--- src/rtl/pe_pkg.sv ---
// rtl/pe_pkg.sv - shared widths and width sanity check for the systolic PE
package pe_pkg;

   localparam int DEFAULT_DATA_WIDTH = 8;
   localparam int DEFAULT_BUS_WIDTH  = 32;

   // The accumulator must hold at least one full product without truncation.
   function automatic bit widths_ok(input int data_width, input int bus_width);
      return (data_width > 0) && (bus_width >= 2 * data_width);
   endfunction

endpackage

--- src/rtl/pe_mac_unit.sv ---
// rtl/pe_mac_unit.sv - combinational unsigned multiply and widened accumulate add
import pe_pkg::*;

module pe_mac_unit #(
   parameter int DATA_WIDTH = DEFAULT_DATA_WIDTH,
   parameter int BUS_WIDTH  = DEFAULT_BUS_WIDTH
) (
   input  logic [DATA_WIDTH-1:0] data_a,
   input  logic [DATA_WIDTH-1:0] data_b,
   input  logic [BUS_WIDTH-1:0]  accum,
   output logic [BUS_WIDTH-1:0]  sum,
   output logic                  carry
);

   logic [2*DATA_WIDTH-1:0] product;
   logic [BUS_WIDTH:0]      wide_sum;

   assign product  = data_a * data_b;
   // One extra bit on top of the accumulator captures the wrap-around carry.
   assign wide_sum = {1'b0, accum} + {{(BUS_WIDTH + 1 - 2 * DATA_WIDTH){1'b0}}, product};
   assign sum      = wide_sum[BUS_WIDTH-1:0];
   assign carry    = wide_sum[BUS_WIDTH];

endmodule

--- src/rtl/systolic_pe.sv ---
// rtl/systolic_pe.sv - MAC processing element with east/south operand forwarding
import pe_pkg::*;

module systolic_pe #(
   parameter int DATA_WIDTH = DEFAULT_DATA_WIDTH,
   parameter int BUS_WIDTH  = DEFAULT_BUS_WIDTH
) (
   input  logic                  clk_i,
   input  logic                  rst_i,
   input  logic                  start_operation_i,
   input  logic [DATA_WIDTH-1:0] data_A_i,
   input  logic [DATA_WIDTH-1:0] data_B_i,
   output logic [BUS_WIDTH-1:0]  accum_o,
   output logic [DATA_WIDTH-1:0] data_A_o,
   output logic [DATA_WIDTH-1:0] data_B_o,
   output logic                  ov_flag_o
);

   if (!widths_ok(DATA_WIDTH, BUS_WIDTH)) begin : g_bad_widths
      $error("systolic_pe: BUS_WIDTH must be >= 2*DATA_WIDTH");
   end

   logic [BUS_WIDTH-1:0]  accum_q;
   logic [DATA_WIDTH-1:0] data_a_q;
   logic [DATA_WIDTH-1:0] data_b_q;
   logic                  ov_q;
   logic [BUS_WIDTH-1:0]  mac_sum;
   logic                  mac_carry;

   pe_mac_unit #(
      .DATA_WIDTH (DATA_WIDTH),
      .BUS_WIDTH  (BUS_WIDTH)
   ) u_mac (
      .data_a (data_A_i),
      .data_b (data_B_i),
      .accum  (accum_q),
      .sum    (mac_sum),
      .carry  (mac_carry)
   );

   // Accumulator and overflow only move when enabled; overflow is sticky until reset.
   always_ff @(posedge clk_i or posedge rst_i) begin
      if (rst_i) begin
         accum_q <= '0;
         ov_q    <= 1'b0;
      end else if (start_operation_i) begin
         accum_q <= mac_sum;
         if (mac_carry) begin
            ov_q <= 1'b1;
         end
      end
   end

   // Forwarding registers run every cycle to provide the systolic skew.
   always_ff @(posedge clk_i or posedge rst_i) begin
      if (rst_i) begin
         data_a_q <= '0;
         data_b_q <= '0;
      end else begin
         data_a_q <= data_A_i;
         data_b_q <= data_B_i;
      end
   end

   assign accum_o   = accum_q;
   assign data_A_o  = data_a_q;
   assign data_B_o  = data_b_q;
   assign ov_flag_o = ov_q;

endmodule

--- config.mk ---
export PLATFORM = sky130hd
export DESIGN_NAME = systolic_pe
export DESIGN_NICKNAME = d
export VERILOG_FILES = /design/src/rtl/pe_pkg.sv /design/src/rtl/pe_mac_unit.sv /design/src/rtl/systolic_pe.sv
export SDC_FILE = /design/constraint.sdc
export NUM_CORES = 1
export LEC_CHECK = 0
export ABC_AREA = 0
export CELL_PAD_IN_SITES_DETAIL_PLACEMENT = 1
export CELL_PAD_IN_SITES_GLOBAL_PLACEMENT = 2
export CORE_UTILIZATION = 34
export CTS_CLUSTER_SIZE = 28
export DETAILED_ROUTE_END_ITERATION = 7
export PLACE_DENSITY = 0.85
export SLEW_MARGIN = 20
export SYNTH_ARGS = -nofsm -noshare
export SYNTH_HDL_FRONTEND = slang
export SYNTH_SLANG_ARGS = --single-unit
--- constraint.sdc ---
create_clock -name clk_i -period 5.76 [get_ports clk_i]
set_input_delay 1.152 -clock clk_i [delete_from_list [all_inputs] [get_ports clk_i]]
set_output_delay 1.152 -clock clk_i [all_outputs]
set_load 0.02 [all_outputs]
==> reports/results.ini <==
[run_status]
outcome = completed

[clock_network]
clk_pin_slew_ps = 80
clk-insertion-delay-late_ps = 320
cts_buffers = 5
cts_max_level = 2
tritoncts = done
root_buffer = clkbuf_16
ctsHoldBuffers = 0
clock_sinks = 49
cts_buffer_depth = 2

[setup_path]
path_cells = clkdlybuf4s50_1, nand2_1, fa_1, inv_1, fa_1, fa_1, inv_1, fa_1, inv_1, ha_1, a21oi_1, o21ai_1, a21o_1, a211o_2, and4_1, xor2_1
slowest_delay_ps = 650
crit_family = adder cells
crit_path_top_delay_cell = clkdlybuf4s50_1
crit_fanout = 7
critPathLaunchType = primary input
crit_top_cell = fa_1
crit_buf_inv = 4
end_kind = register
crit_required_ps = 5960
path_class = in -> reg
cp_data_arrival_time_ps = 5750

[route]
wl_um = 12300
drt_iter0_drc = 128
routedWlPerCell_um = 16.3
ant_nets = 0
dr.pass1.iters = 4
vias_per_cell = 4.78
vias = 3617
drcViolationCount = 0

[synthesis]
async_reset_ff_share_pct = 100
avgSynthCellArea_um2 = 9.47
netlist_area_um2 = 4490
yosys_warnings = 0
syn-num-nets = 584
ys_ff_latch = 49
netlist_instances = 474
synth_enable_flop_cells = 0
yosysUniqueCellTypes = 39
synth_ff_type = dfrtp_1
ys_seq_area_share_pct = 27.3

[final_layout]
nets = 694
diodes = 0
syn2layout_area_growth_pct = 30.7
stdcell_area_um2 = 5870
drive_gt1_share_pct = 11.5
fin_util_pct = 46.1

[power_and_ir_drop]
clkPwrFrac_pct = 8.7
power.density_nw_per_um2 = 637
cellLeakagePower_uw = 0.00300
switching_share_pct = 47.6
p_comb_share_pct = 78.0
switchingPower_uw = 1780
internal_power_uw = 1960
seqPwrFrac_pct = 13.4
max-vdd-ir-drop_v = 0.000228

[timing]
hold_viol_final = 0
tightest_slew_ps = 659
slew_violations = 0
setup_tns_ps = 0
period_needed_ps = 5550
maxSlewHeadroom_pct = 56.1
hold-worst-slack_ps = 477
fin_crit_sh_pct = 96.3
skew_ps = 7.84
fmax_mhz = 180
rsz0062_at_grt = no
finalSetupViolations = 0

[place]
placed_area_um2 = 5660
port_buffers = 67
dp_hpwl_um = 9770
globalplace.congestion = 0.868

[grt]
grt_use_total_pct = 20.1
grt_overflow_total = 0
grt_first_pass_wirelength_um = 20600
grt_max_degree = 50
antenna_found_initial = 0
first_global_vias = 4095

[worst_hold_path]
hold_path.class = reg -> reg

[floorplanning]
start_util_pct = 35.3
core_area_um2 = 12700
die_h_um = 117
die_x_um = 117
die-area_um2 = 13700
fp-row-count = 41
io-pin-count = 68

[flow_run]
maxCapViolations = 0

-- cell families (layout without fill, tap and decap cells) --
| kind of cell | Yosys count | in the layout | share of synthesized area (%) |
|---|---|---|---|
| AND/OR/NAND/NOR | 135 | 135 | 14.9 |
| AO/OA/AOI/OAI | 62 | 62 | 8.28 |
| multiplexers | 10 | 10 | 2.40 |
| flip-flops | 49 | 49 | 27.3 |
| buffers and inverters | 103 | 214 | 8.73 |
| adder cells (fa/ha/maj) | 91 | 91 | 33.7 |
| XOR/XNOR | 24 | 24 | 4.68 |
-- area by class of cell --
class,count,area [um^2]
clock buffers,5,125
clock inverters,3,25.0
fillers,1498,6850
inverters,96,360
multi-input cells,322,2900
flip-flops and latches,49,1230
well taps,172,215
repair buffers,110,1020
-- layer usage --
layer	GRT usage, %	wire length [um]	vias up
met1	24.5	5400	1824
met4	7.85	265	0
met5	0	0	-
met3	3.14	460	16
li1	-	-	1707
met2	35.7	6190	70
-- synth_stat cells, types with 2 or more instances --
cell	count	share of area (%)
xnor2_1	14	2.7
a21boi_0	2	0.33
ha_1	41	11
or3_1	2	0.28
mux2_2	6	1.5
and3_1	3	0.42
nand2_1	59	4.9
nor2_1	13	1.1
o211ai_1	4	0.67
nand2b_1	4	0.56
inv_1	96	8.0
a21oi_1	20	2.2
o21ai_1	2	0.22
o21ai_0	22	2.5
and2_1	32	4.5
dfrtp_1	49	27
mux2i_1	4	0.89
nand4_1	6	0.84
clkbuf_1	5	0.42
nor2b_1	3	0.42
nor3_1	2	0.22
a21o_1	4	0.67
xor2_1	10	2.0
fa_1	50	22
nand3_1	7	0.78
-- worst reg2reg max path: stages (launching register included) --
cell and delay, ps:
dfrtp_1 340, inv_1 90, fa_1 540, inv_1 60, fa_1 500, inv_1 50, fa_1 480, fa_1 550
inv_1 40, ha_1 320, a21o_1 200, a21oi_2 220, a21oi_2 110, a211o_2 370, and4_1 240, xor2_1 150
-- power by group through the flow --
stage	sequential, uW	combinational, uW	clock [uW]
floorplan	587	1710	0
global placement	505	2750	0
global route	509	3290	344
finish	499	2910	324
detailed placement	508	2840	0
CTS	502	2880	336
-- worst paths after layout --
kind                        startpoint     endpoint  slack [ps]  cells after the start
max in group asynchronous        rst_i  data_A_o[6]        3970                      3
min in group asynchronous        rst_i  accum_o[10]        1310                      3
hold / removal               ov_flag_o    ov_flag_o         480                      1
setup reg to reg            accum_o[6]  accum_o[20]        1380                     15
hold reg to reg              ov_flag_o    ov_flag_o         480                      1
setup / recovery           data_B_i[3]  accum_o[20]         210                     16
-- sequential cells by signal, summed over array words and instances, names as in the netlist --
register / flops
data_A_o: 8
data_B_o: 8
ov_flag_o: 1
accum_o: 32
-- per-stage QoR --
stage	std cells	setup WS (ps)	power, uW
4_1_cts	756	76.1	3720
6_report	757	211	3740
5_1_grt	757	29.1	4150
3_5_place_dp	748	-216	3350
2_1_floorplan	474	589	2300
3_3_place_gp	748	-160	3250
-- cell usage in the layout, fill, tap and decap left out, drive strengths merged, types with 10 or more instances in the layout --
| cell | count |
|---|---|
| inv | 98 |
| and2 | 32 |
| clkdlybuf4s50 | 57 |
| xnor2 | 14 |
| a21oi | 21 |
| o21ai | 24 |
| xor2 | 10 |
| nor2 | 13 |
| fa | 50 |
| dfrtp | 49 |
| ha | 41 |
| buf | 43 |
| nand2 | 59 |
| dlymetal6s2s | 10 |
-- timing repair --
item                       CTS  global route
setup endpoints to repair    0            14
gates resized for setup      0            15
buffers inserted             0             1
(Power assumes the default switching activity.)
